`config.mk`:
```
export PLATFORM = sky130hd
export DESIGN_NAME = msgdma_st_width_downconverter
export DESIGN_NICKNAME = d
export VERILOG_FILES = /design/src/rtl/msgdma_st_width_downconverter.sv
export SDC_FILE = /design/constraint.sdc
export NUM_CORES = 1
export LEC_CHECK = 0
export ABC_CLOCK_PERIOD_IN_PS = 20700
export CELL_PAD_IN_SITES_DETAIL_PLACEMENT = 0
export CELL_PAD_IN_SITES_GLOBAL_PLACEMENT = 1
export CORE_MARGIN = 4
export CORE_UTILIZATION = 41
export CTS_BUF_LIST = sky130_fd_sc_hd__clkbuf_16
export CTS_CLUSTER_DIAMETER = 40
export DETAILED_ROUTE_END_ITERATION = 10
export PLACE_DENSITY_LB_ADDON = 0.15
export SYNTH_ARGS = -nofsm -noshare
export SYNTH_HDL_FRONTEND = slang
export SYNTH_SLANG_ARGS = --single-unit
```
`constraint.sdc`:
```
create_clock -name clk -period 20.7 [get_ports clk]
set_clock_uncertainty 0.05 [all_clocks]
set_input_delay 6.21 -clock clk [delete_from_list [all_inputs] [get_ports clk]]
set_output_delay 6.21 -clock clk [all_outputs]
set_load 0.02 [all_outputs]
```
`src/rtl/msgdma_st_width_downconverter.sv`:
```
// Wide-to-narrow Avalon-ST serialiser: 256-bit beats out as OUT_WIDTH words, MSB lane first (LSB first with MSB_DWC_LSB_FIRST_EN -> MSGDMA_DWC_LSB_FIRST_EN).
// Latency: first narrow word valid the cycle after a beat is accepted; one word per cycle with no bubble between beats.
// Backpressure: out_ready low freezes all out_* outputs; in_ready only rises on the final-lane handshake or when empty.
module msgdma_st_width_downconverter #(
  parameter int IN_WIDTH        = 256,
  parameter int OUT_WIDTH       = 32,
  parameter int IN_EMPTY_WIDTH  = 5,
  parameter int OUT_EMPTY_WIDTH = 2
) (
  input  logic                       clk,
  input  logic                       reset,
  input  logic                       in_valid,
  output logic                       in_ready,
  input  logic [IN_WIDTH-1:0]        in_data,
  input  logic                       in_startofpacket,
  input  logic                       in_endofpacket,
  input  logic [IN_EMPTY_WIDTH-1:0]  in_empty,
  output logic                       out_valid,
  input  logic                       out_ready,
  output logic [OUT_WIDTH-1:0]       out_data,
  output logic                       out_startofpacket,
  output logic                       out_endofpacket,
  output logic [OUT_EMPTY_WIDTH-1:0] out_empty
);

  localparam int RATIO     = IN_WIDTH / OUT_WIDTH;
  localparam int OUT_BYTES = OUT_WIDTH / 8;
  localparam int LANE_W    = (RATIO > 1) ? $clog2(RATIO) : 1;

  localparam logic [0:0] IDLE  = 1'b0;
  localparam logic [0:0] SHIFT = 1'b1;

  logic [0:0]                 state;
  logic [IN_WIDTH-1:0]        hold_data;
  logic                       hold_sop;
  logic                       hold_eop;
  logic [LANE_W-1:0]          hold_last_lane;
  logic [OUT_EMPTY_WIDTH-1:0] hold_empty;
  logic [LANE_W-1:0]          lane;

  logic                       hold_full;
  logic                       at_last;
  logic                       in_fire;
  logic                       out_fire;
  logic [IN_EMPTY_WIDTH-1:0]  empty_lanes;
  logic [IN_EMPTY_WIDTH-1:0]  empty_mod;
  logic [LANE_W-1:0]          last_lane_nxt;

  assign hold_full = (state == SHIFT);
  assign at_last   = (lane == hold_last_lane);
  assign in_ready  = !hold_full || (out_ready && at_last);
  assign in_fire   = in_valid && in_ready;
  assign out_fire  = hold_full && out_ready;

  // Whole empty lanes at the tail of an eop beat are dropped; the remainder goes to out_empty.
  assign empty_lanes   = in_empty / IN_EMPTY_WIDTH'(OUT_BYTES);
  assign empty_mod     = in_empty % IN_EMPTY_WIDTH'(OUT_BYTES);
  assign last_lane_nxt = in_endofpacket ? (LANE_W'(RATIO - 1) - empty_lanes[LANE_W-1:0])
                                        : LANE_W'(RATIO - 1);

  always_ff @(posedge clk or posedge reset) begin
    if (reset) begin
      state          <= IDLE;
      hold_data      <= '0;
      hold_sop       <= 1'b0;
      hold_eop       <= 1'b0;
      hold_last_lane <= '0;
      hold_empty     <= '0;
      lane           <= '0;
    end else if (in_fire) begin
      // Also covers the final-lane handshake that overlaps a new beat.
      state          <= SHIFT;
      hold_data      <= in_data;
      hold_sop       <= in_startofpacket;
      hold_eop       <= in_endofpacket;
      hold_last_lane <= last_lane_nxt;
      hold_empty     <= OUT_EMPTY_WIDTH'(empty_mod);
      lane           <= '0;
    end else if (out_fire) begin
      if (at_last) begin
        state <= IDLE;
        lane  <= '0;
      end else begin
        lane <= lane + 1'b1;
`ifdef MSGDMA_DWC_LSB_FIRST_EN
        hold_data <= hold_data >> OUT_WIDTH;
`else
        hold_data <= hold_data << OUT_WIDTH;
`endif
      end
    end
  end

  assign out_valid = hold_full;
`ifdef MSGDMA_DWC_LSB_FIRST_EN
  assign out_data  = hold_data[OUT_WIDTH-1:0];
`else
  assign out_data  = hold_data[IN_WIDTH-1 -: OUT_WIDTH];
`endif
  assign out_startofpacket = hold_full && hold_sop && (lane == '0);
  assign out_endofpacket   = hold_full && hold_eop && at_last;
  assign out_empty         = out_endofpacket ? hold_empty : '0;

endmodule

```
==> impl_metrics.prom <==
# TYPE chip_impl_metric gauge
chip_impl_info{name="timing.critical_path.to_type",value="output port"} 1
chip_impl_metric{name="drt_drc_violations_left",unit=""} 0
chip_impl_metric{name="post_synth.cell_area_avg",unit="µm²"} 10.08
chip_impl_metric{name="die_width",unit="µm"} 185.5
chip_impl_metric{name="row_count",unit=""} 64
chip_impl_metric{name="final_antenna_net_count",unit=""} 0
chip_impl_info{name="cts-root-buf",value="sky130_fd_sc_hd__clkbuf_16"} 1
chip_impl_metric{name="finish.cell_count_without_fillers",unit=""} 1883
chip_impl_metric{name="cts-hold-fix-buffers",unit=""} 0
chip_impl_metric{name="fp.dieArea",unit="µm²"} 34410
chip_impl_metric{name="cts_made_buffers",unit=""} 43
chip_impl_metric{name="grt_max_degree",unit=""} 223
chip_impl_metric{name="htree_levels",unit=""} 2
chip_impl_info{name="cp-start-kind",value="input pin"} 1
chip_impl_metric{name="grt_first_pass_wirelength",unit="mm"} 68.86
chip_impl_metric{name="final_max_slew_viol_count",unit=""} 0
chip_impl_metric{name="globalRouteOverflowTotal",unit=""} 0
chip_impl_info{name="cts_tree",value="done"} 1
chip_impl_info{name="most_used_cell_cp",value="sky130_fd_sc_hd__nand2_1"} 1
chip_impl_metric{name="drv.max_cap_violation_count",unit=""} 0
chip_impl_metric{name="postCtsResizedCells",unit=""} 0
chip_impl_metric{name="via_per_inst",unit=""} 6.469
chip_impl_metric{name="antenna_found_initial",unit=""} 12
chip_impl_metric{name="power.ir.vdd_worst",unit="mV"} 0.1825
chip_impl_metric{name="growth_of_design_area_from_synthesis_to_finish",unit="%"} 32.95
chip_impl_metric{name="globalRouteTotalUtil",unit="%"} 24.77
chip_impl_metric{name="final_period_minus_worst_setup_slack",unit="ps"} 13770
chip_impl_metric{name="cts.repair_timing.setup_buffer_count",unit=""} 0
chip_impl_metric{name="place.gp.congestion",unit=""} 0.7699
chip_impl_metric{name="wl_per_cell",unit="µm"} 24.18
chip_impl_metric{name="final-seq-area",unit="µm²"} 6681
chip_impl_metric{name="crit_path_max_fanout",unit=""} 79
chip_impl_metric{name="ys_async_sr_fraction",unit="%"} 100.0
chip_impl_info{name="cp_slowest_cell",value="sky130_fd_sc_hd__clkdlybuf4s50_1"} 1
chip_impl_metric{name="setup_tns",unit="ps"} 0
chip_impl_metric{name="setup.reg_to_reg.worst_slack",unit="ps"} 17070
chip_impl_info{name="worst_min_delay_path_class",value="reg -> reg"} 1
chip_impl_metric{name="setup_viol_count_final",unit=""} 0
chip_impl_info{name="critPathKind",value="in -> out"} 1
chip_impl_metric{name="insertion_delay",unit="ps"} 510
chip_impl_metric{name="worst_ep_arrival_time",unit="ps"} 7510
chip_impl_info{name="synth_ff_type",value="sky130_fd_sc_hd__dfrtp_1"} 1
chip_impl_metric{name="p_per_area",unit="nW/µm²"} 155.9
chip_impl_metric{name="multiInputGateArea",unit="µm²"} 5355
chip_impl_metric{name="floorplan.initialDensity",unit="%"} 41.90
chip_impl_info{name="status",value="finished clean"} 1
chip_impl_metric{name="routed-via-count",unit=""} 12180
chip_impl_info{name="netlist.top_cell.by_area",value="sky130_fd_sc_hd__dfrtp_1"} 1
chip_impl_metric{name="synth.cell_area",unit="µm²"} 12920
chip_impl_info{name="synth.area.top_cells",value="sky130_fd_sc_hd__dfrtp_1 (52%), sky130_fd_sc_hd__o32ai_1 (15%), sky130_fd_sc_hd__o22ai_1 (11%), sky130_fd_sc_hd__a21oi_1 (9.8%), sky130_fd_sc_hd__clkbuf_1 (3.1%)"} 1
chip_impl_metric{name="power.leakage",unit="nW"} 6.039
chip_impl_metric{name="num_io_pins",unit=""} 305
chip_impl_metric{name="nFillCells",unit=""} 2706
chip_impl_metric{name="cts.reportedPaths.clkPinSlew",unit="ps"} 50
chip_impl_metric{name="synth_edf_count",unit=""} 0
chip_impl_info{name="cp_top_family",value="buffers and inverters"} 1
chip_impl_metric{name="timing_hold_violations_final",unit=""} 0
chip_impl_metric{name="wirelength",unit="mm"} 45.54
chip_impl_metric{name="floorplan.core_area",unit="µm²"} 30830
chip_impl_info{name="grt_setup_unrepaired",value="no"} 1
chip_impl_metric{name="nNetsFinal",unit=""} 1719
chip_impl_metric{name="relSlewSlack",unit="%"} 11.12
chip_impl_metric{name="floorplan.die.height",unit="µm"} 185.5
chip_impl_metric{name="first_global_vias",unit=""} 11650
chip_impl_metric{name="final.period_utilization",unit="%"} 66.52
chip_impl_metric{name="share_of_cells_above_drive_strength_1",unit="%"} 6.208
chip_impl_metric{name="fmaxAchievable",unit="GHz"} 0.07262
chip_impl_metric{name="dp_hpwl",unit="mm"} 26.46
chip_impl_metric{name="critPathRequiredTime",unit="ps"} 14440
chip_impl_metric{name="postSynthRegisterBits",unit=""} 267
chip_impl_metric{name="clock_tree.buffer_depth",unit=""} 3
chip_impl_metric{name="worst-slew-pin-transition",unit="ps"} 1333
chip_impl_metric{name="syn_nets",unit=""} 1551
chip_impl_metric{name="placement.io_buffers",unit=""} 304
chip_impl_metric{name="path_buf_inv",unit=""} 2
chip_impl_metric{name="cts_sink_cnt",unit=""} 267
chip_impl_metric{name="worst_path_largest_cell_delay",unit="ps"} 600
chip_impl_metric{name="sequential_fraction_of_the_synthesis_area",unit="%"} 51.72
chip_impl_metric{name="place.detailed.instances",unit=""} 1801
chip_impl_metric{name="synth_top_cell_area_share",unit="%"} 51.72
chip_impl_metric{name="detail_route.iter0.violations",unit=""} 1148
chip_impl_metric{name="synth-warning-count",unit=""} 0
chip_impl_metric{name="synthesis.instances",unit=""} 1282
chip_impl_metric{name="synth_cell_types",unit=""} 32
chip_impl_metric{name="detailedRoute.firstPassIterationCount",unit=""} 7
chip_impl_info{name="path_cells",value="clkbuf_8 > nand2_1 > nand2_1 > clkdlybuf4s50_1"} 1
## layout make-up
class,count,area share (%)
flip-flops and latches,267,38.90
multi-input cells,818,31.18
repair buffers,316,18.48
clock buffers,43,6.265
well taps,396,2.885
clock inverters,34,2.033
inverters,4,0.1749
diodes,5,0.07285
## worst reg2reg max path: stages, from the launching register on
cell and delay (ps):
sky130_fd_sc_hd__dfrtp_1 460, sky130_fd_sc_hd__xnor2_1 240, sky130_fd_sc_hd__nand3_4 540, sky130_fd_sc_hd__buf_4 830
sky130_fd_sc_hd__buf_4 1000, sky130_fd_sc_hd__o32ai_1 250, sky130_fd_sc_hd__a21oi_1 190
## sequential cells by signal, summed over array words and instances (netlist names)
signal,cells
hold_sop,1
out_valid,1
hold_data,256
hold_eop,1
hold_last_lane,3
lane,3
hold_empty,2
## report_power, final
part	switching [mW]	internal, mW
sequential	0.177	0.755
clock	0.254	0.464
combinational	0.584	0.444
## through the flow
stage               instance area [µm²]  hold slack (ps)  util [%]  total power [mW]  setup slack (ps)
floorplan                         12920            422.1         -             1.658              7086
global placement                  15740            433.5     51.04             1.934              6900
detailed placement                15740            438.7     51.04             1.955              6914
CTS                               17160            449.3     55.67             2.681              6915
global route                      17170            480.4     55.69             2.842              6866
finish                            17170            443.2     55.71             2.677              6930
## cell usage after synthesis, types with 2 or more instances
master	instances
sky130_fd_sc_hd__dfrtp_1	267
sky130_fd_sc_hd__a21oi_1	254
sky130_fd_sc_hd__o32ai_1	224
sky130_fd_sc_hd__o22ai_1	222
sky130_fd_sc_hd__clkbuf_1	107
sky130_fd_sc_hd__buf_2	54
sky130_fd_sc_hd__nor2_1	35
sky130_fd_sc_hd__nor3_1	33
sky130_fd_sc_hd__buf_4	32
sky130_fd_sc_hd__nand2_1	12
sky130_fd_sc_hd__mux2_2	7
sky130_fd_sc_hd__inv_1	3
sky130_fd_sc_hd__mux2i_1	3
sky130_fd_sc_hd__o21ai_0	3
sky130_fd_sc_hd__xnor2_1	3
sky130_fd_sc_hd__xor2_1	3
sky130_fd_sc_hd__a31oi_1	2
sky130_fd_sc_hd__and2_1	2
sky130_fd_sc_hd__ha_1	2
sky130_fd_sc_hd__nand2b_1	2
## placed cells by master (no fill, tap or decap), types with 3 or more instances in the layout
cell type                         synthesis  layout
sky130_fd_sc_hd__mux2i_1                  3       3
sky130_fd_sc_hd__buf_12                   0       3
sky130_fd_sc_hd__o32ai_1                224     224
sky130_fd_sc_hd__clkinv_2                 0       5
sky130_fd_sc_hd__clkinv_1                 0      11
sky130_fd_sc_hd__clkbuf_16                0      43
sky130_fd_sc_hd__nand2_1                 12      12
sky130_fd_sc_hd__mux2_2                   7       7
sky130_fd_sc_hd__o22ai_1                222     222
sky130_fd_sc_hd__clkinvlp_4               0       3
sky130_fd_sc_hd__inv_1                    3       6
sky130_fd_sc_hd__xor2_1                   3       3
sky130_fd_sc_hd__nor3_1                  33      33
sky130_fd_sc_hd__clkdlybuf4s50_1          0     303
sky130_fd_sc_hd__a21oi_1                254     254
sky130_fd_sc_hd__dfrtp_1                267     267
sky130_fd_sc_hd__diode_2                  0       5
sky130_fd_sc_hd__buf_4                   32       9
sky130_fd_sc_hd__nor2_1                  35      33
sky130_fd_sc_hd__bufinv_16                0       7
sky130_fd_sc_hd__xnor2_1                  3       3
sky130_fd_sc_hd__o21ai_0                  3       3
## logic make-up after synthesis
| logic type | count (synthesis) | synth area share (%) |
|---|---|---|
| DFF | 267 | 51.72 |
| buffers and inverters | 197 | 7.177 |
| xor gates and xnor gates | 6 | 0.4069 |
| and+or+nand+nor | 89 | 3.119 |
| muxes | 10 | 0.8427 |
| adders and majority gates | 2 | 0.1937 |
| AOI/OAI and AO/OA | 711 | 36.54 |
## layer usage
layer  vias to the layer above  share of wire (%)  global-route usage (%)  wire length (µm)
met5                         -               0.24                       0               109
met4                        16                2.3                   6.048              1038
met3                        76                7.7                   6.136              3518
met2                       474                 46                   36.79             20930
met1                      6052                 44                   36.61             19950
li1                       5563                  -                       -                 -
## final timing paths
kind	start	endpoint	cells past startpoint
max	out_ready	in_ready	4
min	hold_empty[1]	hold_empty[1]	1
max reg2reg	lane[2]	hold_data[99]	6
min reg2reg	hold_empty[1]	hold_empty[1]	1
max in group asynchronous	reset	hold_data[5]	3
min in group asynchronous	reset	hold_data[225]	2
Power figures use the tool's default switching activity.
